--- src/rtl/diff_input_filter.sv ---
// Differential-pair input conditioner: resolves each P/N pair, synchronizes it, debounces it,
// and reports edges plus sticky invalid-state (I==IB) flags and a shared saturating error count.
module diff_input_filter #(
  parameter int                  CHANNELS    = 4,
  parameter int                  SYNC_STAGES = 2,
  parameter int                  FILTER_LEN  = 4,
  parameter logic [CHANNELS-1:0] INVERT      = '0
) (
  input  logic                CLK,
  input  logic                RST,
  input  logic [CHANNELS-1:0] I,
  input  logic [CHANNELS-1:0] IB,
  output logic [CHANNELS-1:0] O,
  output logic [CHANNELS-1:0] RISE,
  output logic [CHANNELS-1:0] FALL,
  output logic [CHANNELS-1:0] INVALID,
  input  logic                INVALID_CLR,
  output logic [7:0]          ERR_CNT
);

  localparam int              CW       = $clog2(FILTER_LEN) + 1;
  localparam logic [CW-1:0]   CNT_LAST = CW'(FILTER_LEN - 1);

  logic [CHANNELS-1:0] w_raw;
  logic [CHANNELS-1:0] w_inv_raw;
  logic [CHANNELS-1:0] w_s;
  logic [CHANNELS-1:0] w_sinv;
  logic [CHANNELS-1:0] w_sinv_rise;
  logic [8:0]          w_err_sum;

  logic [CHANNELS-1:0] r_sync     [SYNC_STAGES];
  logic [CHANNELS-1:0] r_sync_inv [SYNC_STAGES];
  logic [CW-1:0]       r_cnt      [CHANNELS];
  logic [CHANNELS-1:0] r_o;
  logic [CHANNELS-1:0] r_rise;
  logic [CHANNELS-1:0] r_fall;
  logic [CHANNELS-1:0] r_invalid;
  logic [CHANNELS-1:0] r_sinv_prev;
  logic [7:0]          r_err_cnt;

  // An illegal pair (I==IB) resolves to 0 before the polarity swap.
  assign w_raw     = (I & ~IB) ^ INVERT;
  assign w_inv_raw = ~(I ^ IB);

  // NOTE: sequential state uses non-blocking assignments so every flop samples pre-edge values.
  // NOTE: the synchronizer array is small flop storage, not RAM, so it is reset like any register.
  always_ff @(posedge CLK or posedge RST) begin
    if (RST) begin
      for (int k = 0; k < SYNC_STAGES; k++) begin
        r_sync[k]     <= '0;
        r_sync_inv[k] <= '0;
      end
    end else begin
      r_sync[0]     <= w_raw;
      r_sync_inv[0] <= w_inv_raw;
      for (int k = 1; k < SYNC_STAGES; k++) begin
        r_sync[k]     <= r_sync[k-1];
        r_sync_inv[k] <= r_sync_inv[k-1];
      end
    end
  end

  assign w_s    = r_sync[SYNC_STAGES-1];
  assign w_sinv = r_sync_inv[SYNC_STAGES-1];

  // Debounce: the output only follows after FILTER_LEN consecutive cycles of disagreement.
  always_ff @(posedge CLK or posedge RST) begin
    if (RST) begin
      for (int ch = 0; ch < CHANNELS; ch++) r_cnt[ch] <= '0;
      r_o    <= '0;
      r_rise <= '0;
      r_fall <= '0;
    end else begin
      r_rise <= '0;
      r_fall <= '0;
      for (int ch = 0; ch < CHANNELS; ch++) begin
        if (w_s[ch] == r_o[ch]) begin
          r_cnt[ch] <= '0;
        end else if (r_cnt[ch] == CNT_LAST) begin
          r_cnt[ch]  <= '0;
          r_o[ch]    <= w_s[ch];
          r_rise[ch] <= w_s[ch];
          r_fall[ch] <= ~w_s[ch];
        end else begin
          r_cnt[ch] <= r_cnt[ch] + CW'(1);
        end
      end
    end
  end

  assign w_sinv_rise = w_sinv & ~r_sinv_prev;

  // NOTE: combinational blocks assign every output a default first, so no latch can be inferred.
  always_comb begin
    w_err_sum = {1'b0, r_err_cnt};
    for (int ch = 0; ch < CHANNELS; ch++) begin
      w_err_sum = w_err_sum + 9'(w_sinv_rise[ch]);
    end
  end

  // A new invalid observation wins over a simultaneous clear.
  always_ff @(posedge CLK or posedge RST) begin
    if (RST) begin
      r_invalid   <= '0;
      r_sinv_prev <= '0;
      r_err_cnt   <= '0;
    end else begin
      r_invalid   <= (r_invalid & ~{CHANNELS{INVALID_CLR}}) | w_sinv;
      r_sinv_prev <= w_sinv;
      r_err_cnt   <= (w_err_sum > 9'd255) ? 8'hFF : w_err_sum[7:0];
    end
  end

  assign O       = r_o;
  assign RISE    = r_rise;
  assign FALL    = r_fall;
  assign INVALID = r_invalid;
  assign ERR_CNT = r_err_cnt;

endmodule

--- config.mk ---
export PLATFORM = sky130hd
export DESIGN_NAME = diff_input_filter
export DESIGN_NICKNAME = d
export VERILOG_FILES = /design/src/rtl/diff_input_filter.sv
export SDC_FILE = /design/constraint.sdc
export NUM_CORES = 1
export LEC_CHECK = 0
export ABC_CLOCK_PERIOD_IN_PS = 2540
export CAP_MARGIN = 20
export CORE_ASPECT_RATIO = 1.5
export CORE_MARGIN = 4
export CORE_UTILIZATION = 40
export CTS_CLUSTER_SIZE = 8
export DETAILED_ROUTE_END_ITERATION = 7
export PLACE_DENSITY = 0.73
export SLEW_MARGIN = 20
export SYNTH_ARGS = -nofsm -noshare
export SYNTH_HDL_FRONTEND = slang
export SYNTH_SLANG_ARGS = --single-unit
--- constraint.sdc ---
create_clock -name CLK -period 2.54 [get_ports CLK]
set_input_delay 0.254 -clock CLK [delete_from_list [all_inputs] [get_ports CLK]]
set_output_delay 0.254 -clock CLK [all_outputs]
set_load 0.05 [all_outputs]
==> results.yml, run 1 <==
run_status:
  status: "completed"
sta:
  setup_viol: 0
  max_freq_mhz: 441
  rsz0062_at_grt: "false"
  drv_slew: 0
  worst_pin_slew_ps: 581
  timing.hold.ws_ps: 336
  slew_headroom: 0.612
  report.final.hold_viol_count: 0
  finClkSkew_ps: 5.28
  finalCriticalPeriod_ps: 2270
  fin_tns_setup_ps: 0
  period_share: 0.892
global_route:
  first_global_vias: 1204
  antenna_found_initial: 0
  grt_pass1_wl_mm: 5.09
  grt-ovfl-total: 0
  grt_use_total: 0.103
  grt_start_max_net_pins: 31
clock_network:
  clockRootBuffer: "clkbuf_8"
  cts_hold_buf: 0
  cts_tree: "built"
  clockBufferDepth: 2
  clk_pin_slew_ps: 90
  clk_latency_ps: 290
  post_cts_buffers: 0
  post_cts_resized: 0
  cts_made_buffers: 5
  clock_sinks: 56
  htreeDepth: 2
drt:
  dr_total_vias: 1183
  drtAntennaViolNets: 0
  avgRoutedWirePerCell_um: 11.2
  drtPass1Iterations: 3
  drtIter0Drc: 28
  totalWireLength_mm: 2.90
  avgViaCountPerCell: 4.59
  drc_errors: 0
logic_synthesis:
  synth_cells: 147
  async_flop_share: 1.00
  synth_seq_area_share: 0.671
  synth.cell_area_mm2: 0.00209
  ys_types: 23
  yosys_warnings: 0
  synth_edf_count: 0
  ys.flop_type: "dfrtp_1"
  yosysMostFrequentCell: "dfrtp_1"
  yosys.area.top_type: "dfrtp_1"
  ys_top_cells_by_count: "dfrtp_1 (56), nor3b_1 (16), inv_1 (12)"
  synth_top_area_frac: 0.671
  synth_area_leaders: "dfrtp_1 (67%), nor3b_1 (5.8%), ha_1 (5.4%), fa_1 (2.9%), nand2b_1 (2.7%)"
  syn_nets: 170
  yosys_register_bits: 56
  syn_avg_cell_area_um2: 14.2
floorplan:
  core_area_mm2: 0.00508
  die-area_mm2: 0.00646
  die_y_um: 96.5
  die_x_um: 67.0
  initial_core_util: 0.411
  rows: 32
  ios: 35
placed_design:
  gp_congestion: 0.742
  dpl_cell_area_mm2: 0.00253
  portBuffers: 34
  dp_hpwl_mm: 2.18
pwr:
  clock_power_share: 0.208
  power.internal_uw: 1690
  seqPwrFrac: 0.454
  power_leakage_uw: 0.00123
  p_comb_frac: 0.338
  p_sw_uw: 942
  pwr_density_cell_mw_per_mm2: 997
  ir_drop_v: 0.000750
  switching_share: 0.358
critical_path:
  cp.arrival_ps: 2500
  critPathKind: "flip-flop to flip-flop"
  cp_slowest_cell: "fa_1"
  path_common_cell: "fa_1"
  required_ps: 2780
  cp_num_cells: 9
  critPathLaunch: "r_sinv_prev[0]"
  path_buf_inv: 1
  crit_path_max_incr_delay_ps: 490
  cp_top_family: "adder cells"
  reg2reg_from: "r_sinv_prev[0]"
  ff2ff_setup_slack_ps: 270
  r2r-end: "ERR_CNT[1]"
  startpoint_type: "flip-flop"
  crit_end: "ERR_CNT[1]"
  ff2ff_path_depth: 9
  worstSetupEndpointType: "flip-flop"
  critPathMaxFanout: 4
  cp_cell_sequence: "nand2b_1 > fa_1 > fa_1 > inv_1 > fa_1 > nand2_1 > nor2_4 > nand2_1 > nand2b_1"
layout:
  num_antenna_cells: 0
  fin_util: 0.519
  final_area_mm2: 0.00264
  syn2layout_area_growth_pct: 26.5
  nets: 212
  drive_gt1_frac: 0.0842
worst_hold_path:
  min_path_type: "input pin to async pin"
job:
  cap_violations: 0
[worst min path at each step]
| stage | start | slack (ps) | depth (start not counted) | end |
|---|---|---|---|---|
| 3_3_place_gp | r_sync_inv[4] | 330 | 0 | w_sinv[0] |
| 3_5_place_dp | r_sync[5] | 340 | 0 | w_s[1] |
| 5_1_grt | r_sync_inv[5] | 360 | 0 | w_sinv[1] |
| 6_report | RST | 340 | 2 | FALL[0] |
| 2_1_floorplan | r_sync[4] | 330 | 0 | w_s[0] |
| 4_1_cts | RST | 340 | 2 | FALL[0] |
[layout make-up]
type                            instances  area [um2]
Clock buffer                            6        72.6
Clock inverter                          2        35.0
Fill cell                             454        2440
Inverter                               12        45.0
Multi-Input combinational cell         79         642
Sequential cell                        56        1400
Tap cell                               68        85.1
Timing Repair Buffer                   35         360
[kinds of logic after synthesis]
logic type      Yosys count  synth area share
compound gates           10            0.0347
flops                    56             0.671
fa+ha+maj                12            0.0827
buf+inv                  12            0.0216
mux                       5            0.0264
simple gates             46             0.138
xor+xnor                  6            0.0252
[sequential cells by signal, indices dropped and copies added (netlist names)]
| signal | count |
|---|---|
| r_cnt | 12 |
| r_sync_inv | 4 |
| ERR_CNT | 8 |
| r_sinv_prev | 4 |
| r_sync | 4 |
| INVALID | 4 |
| RISE | 4 |
| O | 4 |
| w_s | 4 |
| w_sinv | 4 |
| FALL | 4 |
[cell usage in the layout, fill, tap and decap left out, types with 3 or more instances in the layout]
master	instances
nand2_1	6
a21o_1	4
xnor2_1	4
inv_1	11
and3b_1	3
clkbuf_8	5
clkdlybuf4s50_1	34
dfrtp_1	56
nand2b_1	9
mux2_2	4
nor3b_1	16
nor2_1	5
fa_1	3
ha_1	9
[per-layer routing]
layer	track usage	up-vias	part of all wire
met3	0.0278	5	0.049
met2	0.175	26	0.51
li1	-	566	-
met1	0.124	586	0.42
met5	0	-	0
met4	0.0406	0	0.019
[stage by stage]
step           total power [uW]  std cells  worst slack (ps)
2_1_floorplan              1830        147              62.7
3_3_place_gp               2100        250               338
3_5_place_dp               2120        250               268
4_1_cts                    2680        258               256
5_1_grt                    2810        258               130
6_report                   2630        258               273
[power by group through the flow]
stage	sequential (uW)	clock [uW]	combinational, uW
global route	1230	603	981
floorplan	1500	0	328
CTS	1200	573	905
detailed placement	1210	0	908
finish	1200	547	889
global placement	1210	0	890
Power figures use the tool's default switching activity.
==> run 2: changes to the inputs <==
==> constraint.sdc (replaced) <==
create_clock -name CLK -period 2.54 [get_ports CLK]
set_input_delay 0.508 -clock CLK [delete_from_list [all_inputs] [get_ports CLK]]
set_output_delay 0.508 -clock CLK [all_outputs]
set_load 0.05 [all_outputs]
==> results.yml, run 2 (synthesized netlist as in run 1, its figures left out) <==
run_status:
  status: "completed"
job:
  cap_violations: 0
floorplan:
  rows: 32
  ios: 35
  core_area_mm2: 0.00508
  die_y_um: 96.5
  initial_core_util: 0.411
  die_x_um: 67.0
  die-area_mm2: 0.00646
layout:
  num_antenna_cells: 0
  nets: 212
  drive_gt1_frac: 0.0847
  largest_reg_flops: 12
  final_area_mm2: 0.00263
  final_common_cell: "dfrtp_1"
  syn2layout_area_growth_pct: 25.9
  top_register: "r_cnt"
  layout_common_cells: "dfrtp_1 (56), clkdlybuf4s50_1 (34), nor3b_1 (16)"
clock_network:
  cts_tree: "built"
  cts_hold_buf: 0
  htreeDepth: 2
  clockBufferDepth: 2
  post_cts_buffers: 0
  cts_made_buffers: 5
  post_cts_resized: 0
  clk_latency_ps: 300
  clockRootBuffer: "clkbuf_8"
  clock_sinks: 56
  clk_pin_slew_ps: 90
critical_path:
  crit_path_max_incr_delay_ps: 490
  cp.arrival_ps: 2490
  path_common_cell: "fa_1"
  required_ps: 2760
  cp_slowest_cell: "fa_1"
  startpoint_type: "flip-flop"
  critPathMaxFanout: 4
  cp_cell_sequence: "nand2b_1 > fa_1 > fa_1 > inv_1 > fa_1 > nand2_1 > nor2_4 > a21oi_1 > a31oi_1"
  critPathKind: "flip-flop to flip-flop"
  worstSetupEndpointType: "flip-flop"
sta:
  fin_tns_setup_ps: 0
  finalCriticalPeriod_ps: 2270
  setup_viol: 0
  max_freq_mhz: 441
  drv_slew: 0
  rsz0062_at_grt: "false"
  finClkSkew_ps: 4.74
  slew_headroom: 0.621
  period_share: 0.893
  worst_pin_slew_ps: 567
  report.final.hold_viol_count: 0
pwr:
  power_leakage_uw: 0.00122
  pwr_density_cell_mw_per_mm2: 983
  ir_drop_v: 0.000703
global_route:
  first_global_vias: 1191
  grt_pass1_wl_mm: 5.20
  grt_start_max_net_pins: 31
  grt_use_total: 0.108
  antenna_found_initial: 0
  grt-ovfl-total: 0
drt:
  drtAntennaViolNets: 0
  dr_total_vias: 1172
  avgRoutedWirePerCell_um: 11.3
  totalWireLength_mm: 2.91
  drtIter0Drc: 31
  avgViaCountPerCell: 4.56
  drtPass1Iterations: 4
  drc_errors: 0
placed_design:
  portBuffers: 34
  gp_congestion: 0.747
  dpl_cell_area_mm2: 0.00253
  dp_hpwl_mm: 2.13
worst_hold_path:
  min_path_type: "flip-flop to flip-flop"
-- run 2: cell types whose count changed in the layout (fill, tap and decap cells not counted) --
cell and change:
clkinv_2 -1, bufinv_16 -1, clkbuf_1 -1, clkbuf_8 +2
-- run 2: through the flow --
step / hold WS, ps / utilization / total power [uW] / instances / setup WS [ps]
2_1_floorplan: 331 / - / 1830 / 147 / 62.7
3_3_place_gp: 332 / 0.498 / 2100 / 250 / 339
3_5_place_dp: 335 / 0.498 / 2120 / 250 / 277
4_1_cts: 352 / 0.517 / 2620 / 257 / 252
5_1_grt: 360 / 0.517 / 2760 / 257 / 125
6_report: 351 / 0.517 / 2590 / 257 / 272
-- run 2: final timing paths --
check / startpoint / end / slack, ps / depth (start not counted)
min: r_sync[7] / w_s[3] / 350 / 0
max reg2reg: r_sinv_prev[0] / ERR_CNT[6] / 270 / 9
max in group asynchronous: RST / r_sync_inv[7] / 1420 / 3
min in group asynchronous: RST / FALL[0] / 580 / 2
max: r_sinv_prev[0] / ERR_CNT[6] / 270 / 9
min reg2reg: r_sync[7] / w_s[3] / 350 / 0
-- run 2: power breakdown --
part / switching (uW) / internal, uW
clock network: 254 / 243
registers: 146 / 1050
logic: 545 / 347
total: 945 / 1640
-- run 2: area by class of cell --
cell class              count  area (um2)
repair buffers             35         360
flip-flops and latches     56        1400
inverters                  12        45.0
well taps                  68        85.1
fillers                   452        2450
multi-input cells          79         642
clock buffers               7        96.3
-- run 2: per-layer routing --
layer  vias up  share of wire  track usage  wire, um
li1        569              -            -         -
met1       571           0.45        0.134      1320
met2        26           0.47        0.167      1380
met3         6          0.051       0.0336       148
met4         0          0.022       0.0609        65
met5         -              0            0         0
-- run 2: worst max-delay path, delay by kind of cell, from the launching register on --
family	cells	cell delay (ps)
AO/OA/AOI/OAI	2	210
flip-flops	1	370
buffers and inverters	1	80
AND/OR/NAND/NOR	3	400
adder cells (fa/ha/maj)	3	1150
